File: src/rtl/id_ex_operand_stage.sv
`default_nettype none
// ============================================================================
// Module   : id_ex_operand_stage
// Purpose  : ID/EX pipeline register with EX/MEM and MEM/WB operand forwarding,
//            load-use / result-not-ready hazard detection and bubble insertion.
//            Optional: ID_EX_PERF_CNT_EN adds perf_bubbles / perf_fwd counters.
// Revision : 1.0
// ============================================================================
module id_ex_operand_stage #(
    parameter int DATA_W = 32,
    parameter int REG_AW = 4,
    parameter int CTRL_W = 8
) (
    input  logic              clk,
    input  logic              rst,
    input  logic              id_valid,
    input  logic [REG_AW-1:0] id_rs1,
    input  logic [REG_AW-1:0] id_rs2,
    input  logic [REG_AW-1:0] id_rs3,
    input  logic [2:0]        id_use,
    input  logic [REG_AW-1:0] id_rd,
    input  logic              id_wr_en,
    input  logic              id_mem_read,
    input  logic [CTRL_W-1:0] id_ctrl,
    input  logic [DATA_W-1:0] rf_rd1,
    input  logic [DATA_W-1:0] rf_rd2,
    input  logic [DATA_W-1:0] rf_rd3,
    input  logic [REG_AW-1:0] mem_rd,
    input  logic              mem_wr_en,
    input  logic              mem_is_load,
    input  logic [DATA_W-1:0] mem_result,
    input  logic [REG_AW-1:0] wb_rd,
    input  logic              wb_wr_en,
    input  logic [DATA_W-1:0] wb_data,
    input  logic              flush,
    input  logic              ex_hold,
    output logic              stall_id,
    output logic              ex_valid,
    output logic [DATA_W-1:0] ex_op1,
    output logic [DATA_W-1:0] ex_op2,
    output logic [DATA_W-1:0] ex_op3,
    output logic [REG_AW-1:0] ex_rd,
    output logic              ex_wr_en,
    output logic              ex_mem_read,
`ifdef ID_EX_PERF_CNT_EN
    output logic [31:0]       perf_bubbles,
    output logic [31:0]       perf_fwd,
`endif
    output logic [CTRL_W-1:0] ex_ctrl
);

    // r15 is the all-ones index; like r0 it is never a forwarding/hazard target
    localparam logic [REG_AW-1:0] REG_TOP = '1;

    typedef enum logic [0:0] {
        RUN    = 1'b0,
        BUBBLE = 1'b1
    } state_t;

    state_t state, state_next;

    logic [2:0][REG_AW-1:0] rs_vec;
    logic [2:0][DATA_W-1:0] rf_vec;
    logic [2:0][DATA_W-1:0] op_res;
    logic [2:0]             trackable;
    logic [2:0]             fwd_mem;
    logic [2:0]             fwd_wb;
    logic [2:0]             haz_src;
    logic                   hazard;
    logic                   fwd_any;
    logic                   take_bubble;
    logic                   advance;

    assign rs_vec = {id_rs3, id_rs2, id_rs1};
    assign rf_vec = {rf_rd3, rf_rd2, rf_rd1};

    generate
        for (genvar i = 0; i < 3; i++) begin : g_src
            assign trackable[i] = (rs_vec[i] != '0) && (rs_vec[i] != REG_TOP);
            assign fwd_mem[i]   = trackable[i] && mem_wr_en && !mem_is_load && (mem_rd == rs_vec[i]);
            assign fwd_wb[i]    = trackable[i] && wb_wr_en && (wb_rd == rs_vec[i]);
            // EX/MEM is the younger producer and wins over MEM/WB
            assign op_res[i]    = fwd_mem[i] ? mem_result :
                                  fwd_wb[i]  ? wb_data    : rf_vec[i];
            assign haz_src[i]   = id_use[i] && trackable[i] &&
                                  ((ex_valid && ex_wr_en && (ex_rd == rs_vec[i])) ||
                                   (mem_wr_en && mem_is_load && (mem_rd == rs_vec[i])));
        end
    endgenerate

    assign hazard  = id_valid && (|haz_src);
    assign fwd_any = |(fwd_mem | fwd_wb);

    always_ff @(posedge clk) begin
        if (rst) state <= RUN;
        else     state <= state_next;
    end

    always_comb begin
        state_next  = state;
        stall_id    = 1'b0;
        take_bubble = 1'b0;
        advance     = 1'b0;
        if (rst) begin
            state_next = RUN;
        end else if (flush) begin
            state_next = RUN;
        end else if (ex_hold) begin
            stall_id = 1'b1;
        end else if (hazard) begin
            stall_id    = 1'b1;
            take_bubble = 1'b1;
            state_next  = BUBBLE;
        end else begin
            advance    = 1'b1;
            state_next = RUN;
        end
    end

    always_ff @(posedge clk) begin
        if (rst) begin
            ex_valid    <= 1'b0;
            ex_op1      <= '0;
            ex_op2      <= '0;
            ex_op3      <= '0;
            ex_rd       <= '0;
            ex_wr_en    <= 1'b0;
            ex_mem_read <= 1'b0;
            ex_ctrl     <= '0;
        end else if (flush) begin
            ex_valid    <= 1'b0;
            ex_wr_en    <= 1'b0;
            ex_mem_read <= 1'b0;
            ex_ctrl     <= '0;
        end else if (ex_hold) begin
            ex_valid    <= ex_valid;
        end else if (take_bubble || (advance && !id_valid)) begin
            // an empty ID slot advances exactly like an inserted bubble
            ex_valid    <= 1'b0;
            ex_op1      <= '0;
            ex_op2      <= '0;
            ex_op3      <= '0;
            ex_rd       <= '0;
            ex_wr_en    <= 1'b0;
            ex_mem_read <= 1'b0;
            ex_ctrl     <= '0;
        end else begin
            ex_valid    <= 1'b1;
            ex_op1      <= op_res[0];
            ex_op2      <= op_res[1];
            ex_op3      <= op_res[2];
            ex_rd       <= id_rd;
            ex_wr_en    <= id_wr_en;
            ex_mem_read <= id_mem_read;
            ex_ctrl     <= id_ctrl;
        end
    end

`ifdef ID_EX_PERF_CNT_EN
    always_ff @(posedge clk) begin
        if (rst) begin
            perf_bubbles <= '0;
            perf_fwd     <= '0;
        end else begin
            if (take_bubble && (perf_bubbles != 32'hFFFF_FFFF))
                perf_bubbles <= perf_bubbles + 32'd1;
            if (advance && id_valid && fwd_any && (perf_fwd != 32'hFFFF_FFFF))
                perf_fwd <= perf_fwd + 32'd1;
        end
    end
`else
    logic unused_fwd_any;
    assign unused_fwd_any = fwd_any;
`endif

endmodule
`default_nettype wire

File: config.mk
export PLATFORM = sky130hd
export DESIGN_NAME = id_ex_operand_stage
export DESIGN_NICKNAME = d
export VERILOG_FILES = /design/src/rtl/id_ex_operand_stage.sv
export SDC_FILE = /design/constraint.sdc
export NUM_CORES = 1
export LEC_CHECK = 0
export BUFFER_PORTS_ARGS = -buffer_cell sky130_fd_sc_hd__buf_2
export CORE_MARGIN = 5
export CORE_UTILIZATION = 50
export DETAILED_ROUTE_END_ITERATION = 8
export PLACE_DENSITY = 0.85
export SLEW_MARGIN = 15
export SYNTH_ARGS = -nofsm -noshare
export SYNTH_HDL_FRONTEND = slang
export SYNTH_SLANG_ARGS = --single-unit
File: constraint.sdc
create_clock -name clk -period 5.7 [get_ports clk]
set_input_delay 0.285 -clock clk [delete_from_list [all_inputs] [get_ports clk]]
set_output_delay 0.285 -clock clk [all_outputs]
set_load 0.005 [all_outputs]
# After elaboration in Yosys (flattened, before gate mapping)
# Index checks and enable logic that the tools add are counted.
# totals
reg_bits,111
input_bits,205
wordCells,93
# classes
n_eq_ne,12
n_bitwise,2
mux,25
reduce_logical,46
# op_table
operator,count
32-bit two-way mux,9
4-bit equality test,9
1-bit logical AND,34
1-bit two-way mux,14
4-bit inequality test (second input constant),3
4-bit nonzero test,3
8-bit two-way mux,1
1-bit logical OR,4
4-bit two-way mux,1
3-bit OR reduction,1
1-bit logical NOT,2
1-bit NOT,2
2-bit AND reduction,1
2-bit OR reduction,1

# Longest topological paths before layout
# logic_depth
ltp_word,13
mapped_depth,8

# Least setup slack after synthesis
# No wires, ideal clock.
# synth_path
path_kind,input port to output port
from,in id_rs2[1]
to,out stall_id
arrival_ns,2.049
required_time_ns,5.415
path_buffers,2
stages,7
path_slack_ns,3.366
cell_sequence,clkbuf_1 -> or3_1 -> o21ai_1 -> nor2_1 -> a222oi_1 -> clkbuf_1 -> o21bai_1
# synth_via
elab_chain_cells,10
# synth_rtl
item,line,source
start: declaration,18,"input logic [REG_AW-1:0] id_rs2,"
4-bit inequality test (tied with other cells),79,assign trackable[i] = (rs_vec[i] != '0) && (rs_vec[i] != REG_TOP);
"1-bit logical AND, on equally long branches","79, 86, 87",
1-bit logical AND / 1-bit logical OR (equally long branches),"85, 86",
1-bit logical AND *,85,assign haz_src[i] = id_use[i] && trackable[i] &&
3-bit OR reduction *,91,assign hazard = id_valid && (|haz_src);
1-bit logical AND *,91,
1-bit two-way mux *,110,end else if (hazard) begin
1-bit two-way mux *,108,end else if (ex_hold) begin
1-bit two-way mux *,106,end else if (flush) begin
1-bit two-way mux *,104,if (rst) begin
end: declaration,37,"output logic stall_id,"
# Every way passes the cells marked *; elsewhere a longest branch is shown, timed or not.

# Worst setup path in the final report
# Ends and elaborated chain as after synthesis.

==> results.md <==
- Filler instances: 1159
- Main combinational cell family by area after synthesis: compound AO/OA/AOI/OAI gates
- MaxCap Viol Count: 0
- Vias per inst: 7.16
- Synthesized netlist net count: 1030
- Die extent in y: 125 µm
- Capturing point of the worst reg2reg path: ex_ctrl[0]$_SDFFE_PP0N_
- Layout area overhead: 28.5%
- Cell area after technology mapping: 6640 µm²
- Count leader, synth: clkbuf_1
- Top flip-flop cell by instance count after synthesis: dfxtp_1
- Part of the cycle the worst path needs: 61.2%
- Relative max-transition margin: 20.3%
- CP bufs+invs: 3
- Ranking of synthesized cells by instance count: 118 x clkbuf_1, 111 x dfxtp_1, 110 x a32o_1
- Clock Skew: 8.79 ps
- Starting utilization of the core area: 50.6%
- Type of the tightest min-delay check: in -> reg
- Most prevalent standard cell on the critical path: buf_2
- Routed wire per std cell: 24.8 µm
- Quantity of hold-fixing buffers added after cts: 0
- Final Hold Fails: 0
- Routability cong.: 0.968
- Sum of negative setup slack: 0 ps
- Adder and majority cell fraction of the synthesized area: 0%
- Number of setup violations in the final report: 0
- Netlist cell types: 28
- Largest fanout on the critical path: 70
- Worst path required time: 5410 ps
- Post-route minimum period: 3490 ps
- Via count of the first global-routing pass: just over 8000
- Vias: 8809
- Post-synthesis share of cell area spent on and, or, nand and nor gates: about a fifth
- Clock root buffer: clkbuf_16
- Worst setup path class: in -> out
- Nets: 1253
- ANT nets after route: 0
- Slew Viols, Final: 0
- Ordered list of cells on the worst path: buf_2 > or3_1 > o21ai_4 > nor2_1 > a222oi_1 > buf_4 > o21bai_1 > buf_2
- Antenna violations before repair: 2
- Share of the synthesized area in the top cell type: 33.4%
- Hold Path Stages: 2
- Synth warnings: 0
- Largest net degree at the start of global routing: 100
- TritonRoute pass-1 iters: 6
- Area fraction in compound gates after synthesis: 34.7%
- # port buffers: 316
- CP Capture Type: output pin
- Number of logic stages on the critical path including buffering: 8
- Lkg Pwr: 3.33 nW
- Post-Synth XOR/XNOR Area: around 4.4%
- Fmax: 287 MHz
- Post-detailed-route DRC marker count: 0
- Share of the core filled with cells: around 65%
- Flip-flop and latch count after synthesis: 111
- Fraction of synthesized area in multiplexers: 0%
- Full die area: 15700 µm²
- CTS H-Tree Depth: 3
- CTS tree: done
- Area of the core region: about 13000 µm²
- Number of synthesized flops with an enable pin: 0
- Total Routed Length: 30.5 mm
- Number of sinks handled by clock tree synthesis: 111
- Top post-synthesis cells by area: dfxtp_1 33%, a32o_1 17%, a31oi_1 9.0%
- Worst Tran Pin Value: roughly 1200 ps
- Setup fix buffers added after clock tree synthesis: 0
- Synth area leader: dfxtp_1
- Global route total overflow: 0
- Status: finished, final reports clean
- Overall routing resource usage: a little under two fifths
- Crit path DAT: roughly 3200 ps
- Hold path startpoint: id_ctrl[3]
- Synth Area per Inst: ~8.1 µm²
- Sequential fraction of the synthesis area: 33.4%
- Number of placement rows: 42
- Worst R2R Setup Slack: 3410 ps
- HPWL reported at the end of detailed placement: 21.1 mm
- Share of flip-flops with an asynchronous set or reset after synthesis: 0%
- Top delay family on crit path: compound AO/OA/AOI/OAI gates
- Cts repair resizes: 0
- Clock transition at the registers of the reported paths: 80 ps
- Cell with the largest stage delay on the worst path: o21ai_4
- Worst r2r path cells: 6
- Cells after synthesis: 825
- Insertion delay to the later sink of the worst-skew pair: 360 ps
- First-pass GRT wire length: approximately 47 mm
- Share of post-route cells with drive strength above 1: 34.8%
- Startpoint types: primary input
- Die X-Extent: 125 µm
- Number of buffers inserted during clock tree synthesis: 9
- Clock tree buffer depth: 2
- Worst IR drop on VDD: 0.213 mV
- Maximum cell stage delay along the critical path: just over 800 ps
- Unrepaired setup endpoints after global routing: false
- Initial detailed-routing violation count: 1635
- Worst flop-to-flop path startpoint: ex_rd[2]$_SDFFE_PP0P_
- Power per standard cell area: between 200 and 250 nW/µm²
- I/O pins: 317
- Destination of the worst hold path: ex_ctrl[3]$_SDFFE_PP0N_
[area by class of cell]
class / count / area, µm² / area share [%]
sequential: 111 / 2220 / 26.0
multi-input combinational: 584 / 3990 / 46.8
timing repair buffer: 339 / 1750 / 20.5
clock buffer: 11 / 243 / 2.84
tap: 176 / 220 / 2.58
clock inverter: 5 / 92.6 / 1.08
antenna: 1 / 2.50 / 0.0293
inverter: 3 / 11.3 / 0.132
[placed cells by master, fill, tap and decap left out, types with 8 or more instances in the layout]
master,count
buf_2,316
dfxtp_1,111
a32o_1,110
nand3_1,99
o21ai_0,96
nor4_1,96
a31oi_1,96
xnor2_1,30
buf_4,23
nand4_1,9
clkbuf_16,9
nor2_1,8
[worst max path at each step]
| stage | to | startpoint |
|---|---|---|
| 2_1_floorplan | stall_id | id_rs2[1] |
| 3_3_place_gp | stall_id | id_rs2[1] |
| 3_5_place_dp | stall_id | id_rs2[1] |
| 4_1_cts | stall_id | id_rs2[1] |
| 5_1_grt | stall_id | id_rs2[1] |
| 6_report | stall_id | id_rs2[1] |
[state kept, by name, summed over array words and instances (netlist names)]
register     count
ex_rd            4
ex_ctrl          8
ex_valid         1
ex_op1          32
ex_wr_en         1
ex_op2          32
ex_op3          32
ex_mem_read      1
[cell families after synthesis]
kind of cell / count (synthesis)
AO/OA/AOI/OAI: 317
flip-flops: 111
AND/OR/NAND/NOR: 234
buffers and inverters: 130
XOR/XNOR: 33
[where the power goes]
part           switching (mW)  internal, mW  total [mW]
clock network           0.315         0.403       0.718
registers              0.0159         0.800       0.816
logic                   0.267         0.155       0.422
[stage by stage]
step	std cells	power (mW)	hold WS [ps]	instance area, µm²	worst slack, ps
final	1230	1.96	166	8540	2210
after global routing	1230	2.01	160	8540	1970
after global placement	1213	1.24	443	8200	2330
after detailed placement	1213	1.24	448	8200	2270
after floorplan	825	1.04	439	6640	3370
after CTS	1229	1.94	154	8540	2260
[per-layer routing]
metal	wire, µm	global-route usage [%]	vias to the layer above
li1	-	-	3795
met1	10800	45.7	4002
met2	13700	58.3	832
met3	4250	10.9	180
met4	1790	18.9	0
met5	0	0	-
(Power assumes the default switching activity.)
